**src/rtl/bram_loader.sv**
```systemverilog
// Packs a stream of 32-bit beats into 96-bit BRAM words (beat 0 in the low bits) and
// writes them to consecutive addresses starting at a commanded base, wrapping at the top.
module bram_loader #(
    parameter int DATA_WIDTH = 96,
    parameter int ADDR_WIDTH = 10
) (
    input  logic                  clk,
    input  logic                  rst,
    input  logic                  cmd_valid,
    output logic                  cmd_ready,
    input  logic [ADDR_WIDTH-1:0] cmd_base,
    input  logic [ADDR_WIDTH:0]   cmd_len,
    input  logic [31:0]           s_data,
    input  logic                  s_valid,
    output logic                  s_ready,
    output logic                  ram_en,
    output logic                  ram_we,
    output logic [ADDR_WIDTH-1:0] ram_addr,
    output logic [DATA_WIDTH-1:0] ram_din,
    output logic                  busy,
    output logic                  done
);

    typedef enum logic [1:0] {IDLE, LOAD, WRITE, DONE} state_t;

    localparam logic [ADDR_WIDTH-1:0] ADDR_ONE  = {{(ADDR_WIDTH-1){1'b0}}, 1'b1};
    localparam logic [ADDR_WIDTH:0]   CNT_ONE   = {{ADDR_WIDTH{1'b0}}, 1'b1};
    localparam logic [1:0]            LAST_BEAT = 2'd2;

    state_t                state;
    state_t                state_nxt;
    logic [ADDR_WIDTH-1:0] addr_q;
    logic [ADDR_WIDTH:0]   len_q;
    logic [ADDR_WIDTH:0]   word_cnt_q;
    logic [ADDR_WIDTH:0]   word_cnt_inc;
    logic [1:0]            beat_q;
    logic [DATA_WIDTH-1:0] word_q;
    logic                  beat_fire;

    assign beat_fire    = (state == LOAD) && s_valid;
    assign word_cnt_inc = word_cnt_q + CNT_ONE;

    always_ff @(posedge clk or posedge rst) begin
        if (rst) begin
            state <= IDLE;
        end else begin
            state <= state_nxt;
        end
    end

    always_comb begin
        state_nxt = state;
        case (state)
            IDLE:    if (cmd_valid) state_nxt = (cmd_len == '0) ? DONE : LOAD;
            LOAD:    if (beat_fire && (beat_q == LAST_BEAT)) state_nxt = WRITE;
            WRITE:   state_nxt = (word_cnt_inc == len_q) ? DONE : LOAD;
            DONE:    state_nxt = IDLE;
            default: state_nxt = IDLE;
        endcase
    end

    // Datapath is reset too, so an interrupted command leaves no partial word behind.
    always_ff @(posedge clk or posedge rst) begin
        if (rst) begin
            addr_q     <= '0;
            len_q      <= '0;
            word_cnt_q <= '0;
            beat_q     <= '0;
            word_q     <= '0;
        end else begin
            case (state)
                IDLE: begin
                    if (cmd_valid) begin
                        addr_q     <= cmd_base;
                        len_q      <= cmd_len;
                        word_cnt_q <= '0;
                        beat_q     <= '0;
                    end
                end
                LOAD: begin
                    if (beat_fire) begin
                        case (beat_q)
                            2'd0:    word_q[31:0]  <= s_data;
                            2'd1:    word_q[63:32] <= s_data;
                            default: word_q[95:64] <= s_data;
                        endcase
                        beat_q <= (beat_q == LAST_BEAT) ? 2'd0 : beat_q + 2'd1;
                    end
                end
                WRITE: begin
                    addr_q     <= addr_q + ADDR_ONE;
                    word_cnt_q <= word_cnt_inc;
                    beat_q     <= '0;
                end
                default: begin
                end
            endcase
        end
    end

    // Every output is a register or a decode of the state register.
    assign cmd_ready = (state == IDLE);
    assign s_ready   = (state == LOAD);
    assign ram_en    = (state == WRITE);
    assign ram_we    = (state == WRITE);
    assign ram_addr  = addr_q;
    assign ram_din   = word_q;
    assign busy      = (state != IDLE);
    assign done      = (state == DONE);

endmodule

```
**config.mk**
```make
export PLATFORM = sky130hd
export DESIGN_NAME = bram_loader
export DESIGN_NICKNAME = d
export VERILOG_FILES = /design/src/rtl/bram_loader.sv
export SDC_FILE = /design/constraint.sdc
export NUM_CORES = 1
export LEC_CHECK = 0
export ABC_AREA = 1
export BUFFER_PORTS_ARGS = -buffer_cell sky130_fd_sc_hd__buf_2
export CORE_MARGIN = 8
export CORE_UTILIZATION = 40
export CTS_CLUSTER_SIZE = 16
export DETAILED_ROUTE_END_ITERATION = 8
export GPL_TIMING_DRIVEN = 0
export SYNTH_ARGS = -nofsm -noshare
export SYNTH_HDL_FRONTEND = slang
export SYNTH_SLANG_ARGS = --single-unit
```
**constraint.sdc**
```tcl
create_clock -name clk -period 10.9 [get_ports clk]
set_input_delay 1.09 -clock clk [delete_from_list [all_inputs] [get_ports clk]]
set_output_delay 1.09 -clock clk [all_outputs]
set_load 0.05 [all_outputs]
```
==> summary.md <==
| Metric | Value |
|---|---|
| Synth area leader | `dfrtp_1` |
| Routability congestion estimate | `0.8267` |
| Clk buf depth | `2` |
| Row cnt | `43` |
| Grt ovf | `0` |
| Post-synth top flop | `dfrtp_1` |
| Fin crit period | `3.285 ns` |
| Peak Freq | `0.3044 GHz` |
| Syn nets | `691` |
| Top cell type's share of synthesized area | `58.88%` |
| Chip Height | `134.4 um` |
| CTS Root Buffer Type | `clkbuf_16` |
| Initial antenna violation count | `0` |
| Antenna viol nets, final | `0` |
| Leak pwr | `3.897 nW` |
| Ranking of synthesized cells by area | `dfrtp_1, nand2_1, o21ai_0` |
| Critical path launch point type | `flop` |
| DR vias/cell | `4.905` |
| DP Cell Count | `981` |
| Worst min path class | `reg -> reg` |
| Port bufs | `168` |
| DIE AREA | `18070 sq um` |
| Reg clk slew, reported paths | `0.06 ns` |
| Clock Latency Late Sink | `0.42 ns` |
| Rel. slew slack | `57.62%` |
| CTS tree | `yes` |
| Cell Area, Synth | `5610 sq um` |
| Cts bufs inserted | `17` |
| Vias in the first global route | `5315` |
| Nets@finish | `879` |
| Final std cells w/o fill | `1012` |
| Synth cell types | `32` |
| VDD IR-drop max | `0.0002046 V` |
| Max-slew violation count | `0` |
| Total GRT Usage | `19.17%` |
| Post-CTS Hold Buffers | `0` |
| Register bit total from synthesis | `132` |
| Ratio of final minimum period to clock period | `30.14%` |
| Antenna Cells | `0` |
| Width of the die | `134.4 um` |
| Layout cells sized above 1 | `27.64%` |
| Most numerous cell in the Yosys netlist | `nand2_1` |
| Worst slew pin tran | `0.6357 ns` |
| Max cap viols | `0` |
| Synthesis Warnings | `0` |
| Clk sinks | `132` |
| Core area | `13770 sq um` |
| Most common library cells after synthesis | `nand2_1, dfrtp_1, inv_1, o21ai_0, o21ai_1` |
| Synth async-reset ratio | `100.0%` |
| # resized after CTS | `0` |
| Initial Utilization | `40.73%` |
| First-pass GRT wire length | `27.44 mm` |
| Post-synth EDFFs | `0` |
| Worst EP arrival | `2.19 ns` |
| DRC Markers | `0` |
| Drt pass-1 iters | `5` |
| Core Util, Final | `53.55%` |
| Post-DP HPWL | `12.21 mm` |
| Largest net degree at the start of global routing | `79` |
| Routed via count | `4964` |
| DRT iter0 DRCs | `348` |
| Post-route setup TNS | `0 ns` |
| CP Class | `reg -> out` |
| Crit-path max FO | `11` |
| Final setup fails | `0` |
| Post-Syn Instances | `632` |
| Boundary Pins | `169` |
| Area growth, synth to finish | `31.47%` |
| Status | `complete, no violations` |
| Count of final hold-check violations | `0` |
| Worst R2R Setup Slack | `9.16 ns` |
| RSZ-0062 raised after global routing | `false` |
| Clock skew | `0.006342 ns` |
| PD cells | `385.5 nW/um^2` |
| Critical Path RT | `9.81 ns` |
| Setup repair bufs after CTS | `0` |
| Sequential-to-total area share from yosys stat | `58.88%` |
| DR WL/cell | `16.41 um` |
| Crit path capture type | `output port` |
| Drt total wl | `16.61 mm` |
| CTS H-tree depth | `4` |
| Mean Syn Cell Area | `8.877 sq um` |
| Layout fillers | `1319` |
==> critical path, stage by stage, from the launching register on <==
cell	delay [ns]
dfrtp_1	0.32
buf_4	0.19
inv_2	0.07
nor2_4	0.21
clkbuf_1	0.53
buf_4	0.21
buf_2	0.25
==> cells by family (layout without fill, tap and decap cells) <==
kind of cell	Yosys count	in the layout	share of synthesized area, %
flip-flops	132	132	58.88
AO/OA/AOI/OAI	143	143	13.38
buffers and inverters	103	303	8.386
AND/OR/NAND/NOR	250	250	18.60
XOR/XNOR	2	2	0.3123
adder cells (fa/ha/maj)	2	2	0.4460
==> layout make-up <==
class,instances,area [sq um],share of cell area [%]
Sequential cell,132,3303,44.78
Multi-Input combinational cell,397,1837,24.90
Timing Repair Buffer,169,868.3,11.77
Clock buffer,20,466.7,6.327
Inverter,75,286.5,3.885
Tap cell,180,225.2,3.053
Clock inverter,11,200.2,2.714
Buffer,28,188.9,2.561
==> cells in the final DEF (no fill, tap or decap), types with 4 or more instances in the layout <==
cell type and n:
a21oi_1 7, buf_2 172, buf_4 5, buf_6 8, bufinv_16 5, clkbuf_1 10
clkbuf_16 17, clkinv_4 4, dfrtp_1 132, inv_1 69, inv_2 5, nand2_1 177
nand3_1 31, nor2_1 23, o21ai_0 64, o21ai_1 53, o22ai_1 10
==> flip-flops by register name, indices dropped and copies added, names as in the netlist <==
| signal | count |
|---|---|
| ram_din | 96 |
| len_q | 11 |
| word_cnt_q | 11 |
| ram_addr | 10 |
| beat_q | 2 |
| state | 2 |
==> path summary, 6_finish.rpt <==
| path | start | endpoint | depth (start not counted) |
|---|---|---|---|
| worst max register to register | state[1] | ram_addr[6] | 6 |
| worst max-delay path | state[1] | ram_we | 6 |
| worst min register to register | ram_din[67] | ram_din[67] | 2 |
| worst min-delay path | ram_din[67] | ram_din[67] | 2 |
| max in group asynchronous | rst | ram_din[70] | 3 |
| min in group asynchronous | rst | ram_din[56] | 2 |
==> stage by stage <==
step | hold WS [ns] | power [W] | setup WS [ns] | area, sq um
6_report | 0.4831 | 0.002843 | 7.615 | 7376
5_1_grt | 0.5116 | 0.003001 | 7.509 | 7376
3_3_place_gp | 0.4642 | 0.002200 | 4.753 | 6676
2_1_floorplan | 0.4551 | 0.001846 | 6.284 | 5610
4_1_cts | 0.4879 | 0.002868 | 7.613 | 7376
3_5_place_dp | 0.4730 | 0.002221 | 8.053 | 6709
==> per-layer routing <==
metal,track usage (%),vias up,routed length (um)
met2,31.31,157,8125
met4,6.862,0,235
met3,6.432,20,1201
met5,0,-,0
li1,-,2406,-
met1,23.08,2381,7047
==> power breakdown <==
group	internal, W	switching [W]	total, W	leakage [nW]
Clock	0.000424	0.000214	0.000638	0.318
Combinational	0.000306	0.00106	0.00137	1.91
Sequential	0.000704	0.000135	0.000839	1.67
Total	0.00143	0.00141	0.00284	3.90
(Power assumes the default switching activity.)
